--- src/rtl/serial_pkg.sv ---
// serial_pkg: shared types and constants for the bit serializer slice.
//   ser_state_t : serializer FSM state. PARITY is always declared but is only
//                 reachable when BIT_SERIALIZER_PARITY_EN is defined.
//   DEF_WIDTH   : default parallel word width.
//   cnt_width() : width of the bit counter for a given word width.
package serial_pkg;

  typedef enum logic [1:0] {
    IDLE   = 2'd0,
    SHIFT  = 2'd1,
    PARITY = 2'd2
  } ser_state_t;

  localparam int DEF_WIDTH = 8;

  // Bit counter must index 0..w-1; never narrower than one bit.
  function automatic int cnt_width(input int w);
    return (w > 1) ? $clog2(w) : 1;
  endfunction

endpackage

--- src/rtl/ser_hold_reg.sv ---
// ser_hold_reg: one-word holding register that lets the next word wait while
// the current one is still shifting, so words stream back-to-back.
// Ports:
//   clk        input   system clock
//   reset      input   asynchronous active-high reset, empties the register
//   load       input   capture load_data and mark the register full
//   drain      input   the serializer has taken hold_data; mark empty
//   load_data  input   [WIDTH] word to capture
//   hold_data  output  [WIDTH] stored word
//   hold_full  output  register holds a word not yet taken
//   data_ready output  upstream may present a word this cycle
module ser_hold_reg
  import serial_pkg::*;
#(
  parameter int WIDTH = DEF_WIDTH
) (
  input  logic             clk,
  input  logic             reset,
  input  logic             load,
  input  logic             drain,
  input  logic [WIDTH-1:0] load_data,
  output logic [WIDTH-1:0] hold_data,
  output logic             hold_full,
  output logic             data_ready
);

  logic full_reg;

  // Load wins over drain: a word taken and replaced on the same edge keeps
  // the register full.
  always_ff @(posedge clk or posedge reset) begin
    if (reset) begin
      full_reg <= 1'b0;
    end else if (load) begin
      full_reg <= 1'b1;
    end else if (drain) begin
      full_reg <= 1'b0;
    end
  end

  // Storage bits, each with its own load enable.
  genvar gi;
  generate
    for (gi = 0; gi < WIDTH; gi++) begin : g_hold_bit
      logic bit_reg;
      always_ff @(posedge clk or posedge reset) begin
        if (reset) begin
          bit_reg <= 1'b0;
        end else if (load) begin
          bit_reg <= load_data[gi];
        end
      end
      assign hold_data[gi] = bit_reg;
    end
  endgenerate

  assign hold_full  = full_reg;
  // Held low during reset so nothing is accepted while state is being cleared.
  assign data_ready = ~full_reg & ~reset;

endmodule

--- src/rtl/bit_serializer.sv ---
// bit_serializer: accepts parallel words over valid/ready and shifts them out
// MSB-first, one bit per clock, on a single serial line. A one-word holding
// register keeps consecutive words streaming without idle cycles.
// Optional feature macro: BIT_SERIALIZER_PARITY_EN appends one even-parity
// bit after the data bits of every word (frame length WIDTH+1).
// Ports:
//   clk        input   system clock, rising edge
//   reset      input   asynchronous active-high reset
//   data_in    input   [WIDTH] parallel word, sampled on an accepting edge
//   data_valid input   producer has a word on data_in
//   data_ready output  a word can be accepted this cycle
//   out        output  serial bit
//   out_valid  output  out carries a real bit this cycle
//   last       output  out is the final bit of the current word/frame
module bit_serializer
  import serial_pkg::*;
#(
  parameter int WIDTH = DEF_WIDTH
) (
  input  logic             clk,
  input  logic             reset,
  input  logic [WIDTH-1:0] data_in,
  input  logic             data_valid,
  output logic             data_ready,
  output logic             out,
  output logic             out_valid,
  output logic             last
);

  localparam int CW = cnt_width(WIDTH);
  localparam logic [CW-1:0] CNT_LAST = CW'(WIDTH - 1);

  ser_state_t       state_reg, state_next;
  logic [WIDTH-1:0] shreg_reg, shreg_next;
  logic [CW-1:0]    cnt_reg, cnt_next;
`ifdef BIT_SERIALIZER_PARITY_EN
  logic             par_reg, par_next;
`endif

  logic             accept;
  logic             word_end;
  logic             hold_load;
  logic             hold_drain;
  logic             hold_full;
  logic [WIDTH-1:0] hold_data;

  ser_hold_reg #(
    .WIDTH(WIDTH)
  ) u_hold (
    .clk       (clk),
    .reset     (reset),
    .load      (hold_load),
    .drain     (hold_drain),
    .load_data (data_in),
    .hold_data (hold_data),
    .hold_full (hold_full),
    .data_ready(data_ready)
  );

  assign accept = data_valid & data_ready;

  // State register.
  always_ff @(posedge clk or posedge reset) begin
    if (reset) begin
      state_reg <= IDLE;
      shreg_reg <= '0;
      cnt_reg   <= '0;
`ifdef BIT_SERIALIZER_PARITY_EN
      par_reg   <= 1'b0;
`endif
    end else begin
      state_reg <= state_next;
      shreg_reg <= shreg_next;
      cnt_reg   <= cnt_next;
`ifdef BIT_SERIALIZER_PARITY_EN
      par_reg   <= par_next;
`endif
    end
  end

  // Next-state logic.
  always_comb begin
    state_next = state_reg;
    shreg_next = shreg_reg;
    cnt_next   = cnt_reg;
`ifdef BIT_SERIALIZER_PARITY_EN
    par_next   = par_reg;
`endif
    hold_load  = 1'b0;
    hold_drain = 1'b0;
    word_end   = 1'b0;

    case (state_reg)
      IDLE: begin
        // Nothing is shifting, so an accepted word bypasses the hold register.
        if (accept) begin
          shreg_next = data_in;
          cnt_next   = '0;
`ifdef BIT_SERIALIZER_PARITY_EN
          par_next   = 1'b0;
`endif
          state_next = SHIFT;
        end
      end

      SHIFT: begin
        shreg_next = {shreg_reg[WIDTH-2:0], 1'b0};
        cnt_next   = cnt_reg + 1'b1;
`ifdef BIT_SERIALIZER_PARITY_EN
        par_next   = par_reg ^ shreg_reg[WIDTH-1];
`endif
        if (cnt_reg == CNT_LAST) begin
`ifdef BIT_SERIALIZER_PARITY_EN
          // Last data bit goes out; the parity cycle follows. A word arriving
          // now is mid-frame and must wait in hold.
          cnt_next   = '0;
          state_next = PARITY;
          hold_load  = accept;
`else
          word_end   = 1'b1;
`endif
        end else begin
          hold_load = accept;
        end
      end

`ifdef BIT_SERIALIZER_PARITY_EN
      PARITY: begin
        word_end = 1'b1;
      end
`endif

      default: begin
        state_next = IDLE;
      end
    endcase

    // Frame boundary: prefer the held word, then a word arriving right now,
    // otherwise go idle.
    if (word_end) begin
      cnt_next = '0;
`ifdef BIT_SERIALIZER_PARITY_EN
      par_next = 1'b0;
`endif
      if (hold_full) begin
        shreg_next = hold_data;
        hold_drain = 1'b1;
        hold_load  = accept;
        state_next = SHIFT;
      end else if (accept) begin
        shreg_next = data_in;
        state_next = SHIFT;
      end else begin
        state_next = IDLE;
      end
    end
  end

  // Outputs depend only on registered state.
  always_comb begin
    out       = 1'b0;
    out_valid = (state_reg != IDLE);
    last      = 1'b0;
    case (state_reg)
      SHIFT: begin
        out = shreg_reg[WIDTH-1];
`ifndef BIT_SERIALIZER_PARITY_EN
        last = (cnt_reg == CNT_LAST);
`endif
      end
`ifdef BIT_SERIALIZER_PARITY_EN
      PARITY: begin
        out  = par_reg;
        last = 1'b1;
      end
`endif
      default: begin
        out = 1'b0;
      end
    endcase
  end

endmodule

--- config.mk ---
export PLATFORM = sky130hd
export DESIGN_NAME = bit_serializer
export DESIGN_NICKNAME = d
export VERILOG_FILES = /design/src/rtl/serial_pkg.sv /design/src/rtl/ser_hold_reg.sv /design/src/rtl/bit_serializer.sv
export SDC_FILE = /design/constraint.sdc
export NUM_CORES = 1
export LEC_CHECK = 0
export ABC_AREA = 1
export CAP_MARGIN = 20
export CORE_MARGIN = 5
export CORE_UTILIZATION = 53
export DETAILED_ROUTE_END_ITERATION = 7
export MAX_ROUTING_LAYER = met4
export PLACE_DENSITY = 0.75
export SYNTH_ARGS = -nofsm -noshare
export SYNTH_HDL_FRONTEND = slang
export SYNTH_SLANG_ARGS = --single-unit
--- constraint.sdc ---
create_clock -name clk -period 2.1 [get_ports clk]
set_clock_uncertainty 0.1 [all_clocks]
set_input_delay 0.315 -clock clk [delete_from_list [all_inputs] [get_ports clk]]
set_output_delay 0.315 -clock clk [all_outputs]
set_load 0.005 [all_outputs]
# Yosys cells after proc, flatten, opt, wreduce, memory -nomap -nowiden
# Cells that the tools add are included.
[op_classes]
add_sub_neg = 1
eq_ne = 4
mux = 25
n_bitwise = 4
reduce_logical = 6
[ops]
columns = ["cell", "n"]
rows = [
  ["8-bit 2-to-1 mux", 4],
  ["8-bit case mux with 2 select lines", 1],
  ["1-bit 2-to-1 mux", 14],
  ["3-bit 2-to-1 mux", 2],
  ["3-bit case mux with 2 select lines", 1],
  ["2-bit 2-to-1 mux", 2],
  ["2-bit case mux with 2 select lines", 1],
  ["2-bit AND reduction", 2],
  ["2-bit nonzero test", 2],
  ["3-bit by 1-bit adder with 3-bit output (second input constant)", 1],
  ["3-bit == test (second input constant)", 1],
  ["3-bit inequality test (second input constant)", 1],
  ["3-bit nonzero test", 1],
  ["1-bit bitwise AND", 2],
  ["2-bit by 1-bit == test with 1-bit output (second input constant)", 1],
  ["2-bit zero test", 1],
  ["2-bit inequality test (second input constant)", 1],
  ["1-bit NOT", 2],
]
[totals]
register_bits = 22
output_inout_bits = 4
word_cells = 52

# Longest topological paths before layout
[logic_depth]
word_depth = 8
mapped_depth = 8
ltp_nobuf = 8

# By module
# Synthesis repeated with hierarchy kept, for this count alone.
[hier_totals]
cells_unflattened = 189
area_unflattened_um2 = 1301.2
[by_module_without_submodules]
columns = ["module", "instances", "cells_each", "area_each_um2", "seq_area_each_um2"]
rows = [
  ["bit_serializer", 1, 141, 892.1, 300.3],
  ["ser_hold_reg", 1, 48, 409.1, 225.2],
]

# Worst setup path before layout
# OpenSTA, ideal clock, no wires.
[synth_timing]
path_type = "register to register"
start = "reg cnt_reg[0]"
end = "reg u_hold.g_hold_bit[3].bit_reg"
setup_ps = 121
arrival_time_ps = 1254
slack_ps = 626
path_stages_with_launch = 7
cell_sequence = "dfrtp_1 -> ha_1 -> ha_1 -> nor2_4 -> nand2_4 -> nand2_1 -> o21ai_1"
[synth_between]
elab_chain_cells = 5
[synth_lines]
columns = ["element", "line_no", "text"]
rows = [
  ["from (decl)", "bit_serializer.sv:35", "logic [CW-1:0] cnt_reg, cnt_next;"],
  ["from (signal assigned)", "bit_serializer.sv:74", "cnt_reg <= cnt_next;"],
  ["3-bit == test *", "bit_serializer.sv:112", "if (cnt_reg == CNT_LAST) begin"],
  ["1-bit 2-to-1 mux", "bit_serializer.sv:112", ""],
  ["1-bit 2-to-1 mux", "bit_serializer.sv:93", "case (state_reg)"],
  ["1-bit 2-to-1 mux", "bit_serializer.sv:145", "if (hold_full) begin"],
  ["1-bit 2-to-1 mux *", "bit_serializer.sv:140", "if (word_end) begin"],
  ["to (signal assigned)", "ser_hold_reg.sv:50", "bit_reg <= load_data[gi];"],
  ["to (decl)", "ser_hold_reg.sv:45", "logic bit_reg;"],
]
# Every way passes the cells marked *; elsewhere a longest branch is shown, timed or not.
# A chain may end at the register's enable or synchronous reset.

# Final worst setup path
[layout_timing]
start = "reg state_reg[0]"
end = "out out"
[layout_between]
elab_chain_cells = 2
[layout_lines]
columns = ["element", "line_no", "text"]
rows = [
  ["from (decl)", "bit_serializer.sv:33", "ser_state_t state_reg, state_next;"],
  ["from (signal assigned)", "bit_serializer.sv:72", "state_reg <= state_next;"],
  ["2-bit by 1-bit == test with 1-bit output", "bit_serializer.sv:164", "case (state_reg)"],
  ["1-bit 2-to-1 mux", "bit_serializer.sv:164", ""],
  ["to (decl)", "bit_serializer.sv:25", "output logic out,"],
]
# No other way between the ends.

==> reports/results.tsv <==
stage	metric	value	unit
synth	cell count after synthesis	153	
synth	most area-consuming cells after synthesis	dfrtp_1 (46%), nand2_1 (18%), nand3_1 (9.2%)	
worst_setup_path	Worst Path Required	1680	ps
global_route	first-pass GRT wire length	4370	µm
die	Initial Utilization	57.2	%
placed_design	IO buf count	14	
routing	vias	1048	
die	num ports	15	
synth	Post-Syn Area	1150	µm²
worst_setup_path	CP endpoint kind	primary output	
synth	post-synth net total	166	
synth	synthesized area per cell	7.49	µm²
clock_tree	clk root buf	clkbuf_4	
die	chip width	56.5	µm
placed_design	Placer Congestion	0.813	
sta	unrepaired setup endpoints after global routing	no	
global_route	largest net degree at the start of global routing	15	
final_layout	# diodes	0	
placed_design	HPWL after DPL	1770	µm
worst_setup_path	critical path class	reg -> out	
clock_tree	Worst-path clk slew	120	ps
routing	WL/cell	11.6	µm
synth	Synth Register Bits	21	
worst_setup_path	reg2reg setup slack	400	ps
synth	top-count cell post-synth	nand2_1	
sta	fin. max-slew vios	0	
sta	Total Neg Setup Slack	0	ps
synth	share of the synthesized area in the top cell type	45.9	%
synth	Ys Warns	0	
worst_setup_path	crit path max fanout	10	
clock_tree	CTS sink count	21	
sta	fin crit share	88.5	%
synth	Commonest cells post-synth	nand2_1 (54), nor2_1 (22), dfrtp_1 (21), nand3_1 (21), inv_1 (13)	
worst_setup_path	Worst EP arrival	1440	ps
die	Die ar.	3190	µm²
routing	Detailed Route WL	2350	µm
clock_tree	worst skew pair latency	300	ps
flow_run	max-cap check violation count	0	
synth	Yosys cell types	18	
synth	sequential cell area fraction in the yosys report	45.9	%
clock_tree	CTS H-tree lvls	1	
worst_hold_path	hold crit path type	in -> async	
final_layout	multi-input logic area	537	µm²
sta	Period minus WS final	1860	ps
clock_tree	total CTS buffers	3	
synth	Post-synth EDFFs	0	
power_and_ir_drop	leakage power	0.769	nW
routing	antenna viol nets, final	0	
worst_setup_path	launch point of the worst reg-to-reg path	cnt_reg[0]	
synth	area leader, netlist	dfrtp_1	
worst_setup_path	type of origin of the critical path	flip-flop	
routing	DRC	0	
sta	worst slew pin tran	324	ps
power_and_ir_drop	PwrDens	1110	nW/µm²
final_layout	fraction of layout cells with a size suffix above 1	13.1	%
sta	Worst slew margin	78.3	%
die	chip height	56.5	µm
die	FP Rows	16	
sta	Fin. Hold Viols	0	
worst_setup_path	Reg-to-Reg End	u_hold.g_hold_bit[3].bit_reg	
clock_tree	Hold Buf Count CTS	0	
clock_tree	Max clock buf depth	2	
routing	drt via density	5.19	
final_layout	FILL cells	184	
routing	DRT iter0 DRCs	29	
power_and_ir_drop	worst vdd ir	0.670	mV
clock_tree	CTS tree	built	
sta	Max Freq	538	MHz
global_route	Overflow after GRT	0	
synth	Async SR Flop Fraction	100	%
die	core area	2000	µm²
power_and_ir_drop	Total Power	1.53	mW
outcome	outcome	completed	
routing	Pre-Repair DR Iteration Count	4	
sta	Final setup viols	0	
final_layout	# nets final	189	
global_route	All-Layer GR Usage	17.3	%
global_route	initial antenna violation count	0	
global_route	vias in the first global route	1039	
worst_setup_path	R2R depth	7	
synth	ys flop type	dfrtp_1	
final_layout	Area growth syn-to-layout	20.3	%
final_layout	register area	526	µm²
==> cells in the final DEF, fill, tap and decap left out <==
| cell type | n |
|---|---|
| clkdlybuf4s50_1 | 13 |
| or2_2 | 1 |
| dfrtp_1 | 21 |
| nand2_2 | 1 |
| o21ai_1 | 3 |
| ha_1 | 2 |
| a21oi_1 | 1 |
| buf_4 | 7 |
| inv_1 | 13 |
| inv_2 | 3 |
| dlymetal6s2s_1 | 1 |
| nand3_1 | 21 |
| nand2_1 | 54 |
| nor2_1 | 22 |
| nor2_4 | 2 |
| nand2_4 | 4 |
| a21oi_4 | 1 |
| clkbuf_4 | 3 |
| clkinv_2 | 1 |
| o21ai_0 | 1 |
==> kinds of logic (layout without fill, tap and decap cells) <==
group / count (synthesis) / after routing / synth area share (%)
buf+inv: 19 / 41 / 7.31
simple gates: 105 / 105 / 41.0
fa+ha+maj: 2 / 2 / 2.18
compound gates: 6 / 6 / 3.60
flops: 21 / 21 / 45.9
==> worst max path at each step <==
stage | from | to | slack (ps) | cells after the start
2_1_floorplan | cnt_reg[0] | u_hold.g_hold_bit[3].bit_reg | 630 | 6
3_3_place_gp | reset | data_ready | 250 | 3
3_5_place_dp | reset | u_hold.g_hold_bit[3].bit_reg | 260 | 8
4_1_cts | cnt_reg[0] | last | 20 | 5
5_1_grt | state_reg[0] | out | 150 | 4
6_report | state_reg[0] | out | 240 | 4
==> worst max-delay path, stage by stage, from the launching register on <==
cell and delay [ps]:
dfrtp_1 380, buf_4 170, nand2_1 60, inv_1 50
clkdlybuf4s50_1 480
==> final cells by class <==
cell class | count | area share [%]
tap | 27 | 2.45
sequential | 21 | 38.1
clock inverter | 1 | 0.363
multi-input combinational | 113 | 38.9
timing repair buffer | 21 | 14.2
inverter | 16 | 4.36
clock buffer | 3 | 1.63
==> stage by stage <==
stage	util (%)	hold WS (ps)	setup WS, ps	cells	cell area, µm²
floorplan	-	192	626	153	1150
global placement	66.3	356	248	195	1330
detailed placement	66.3	359	255	195	1330
CTS	68.4	238	16.6	201	1370
global route	68.9	254	152	202	1380
finish	68.9	235	241	202	1380
==> power breakdown <==
group	switching [mW]	total, mW	internal [mW]
Sequential	0.0976	0.663	0.566
Combinational	0.394	0.675	0.282
Clock	0.120	0.191	0.0710
Total	0.611	1.53	0.918
==> repair_timing <==
item | CTS | global route
resized for setup | 0 | 1
hold endpoints to repair | 0 | 0
setup buffers | 2 | 1
setup endpoints to repair | 1 | 1
==> layer usage <==
layer / vias up / wire length, µm / global-route usage (%)
li1: 514 / - / -
met1: 484 / 1020 / 22.0
met2: 44 / 1120 / 27.9
met3: 6 / 164 / 2.52
met4: 0 / 38 / 6.44
met5: - / 0 / -
(Power assumes the default switching activity.)
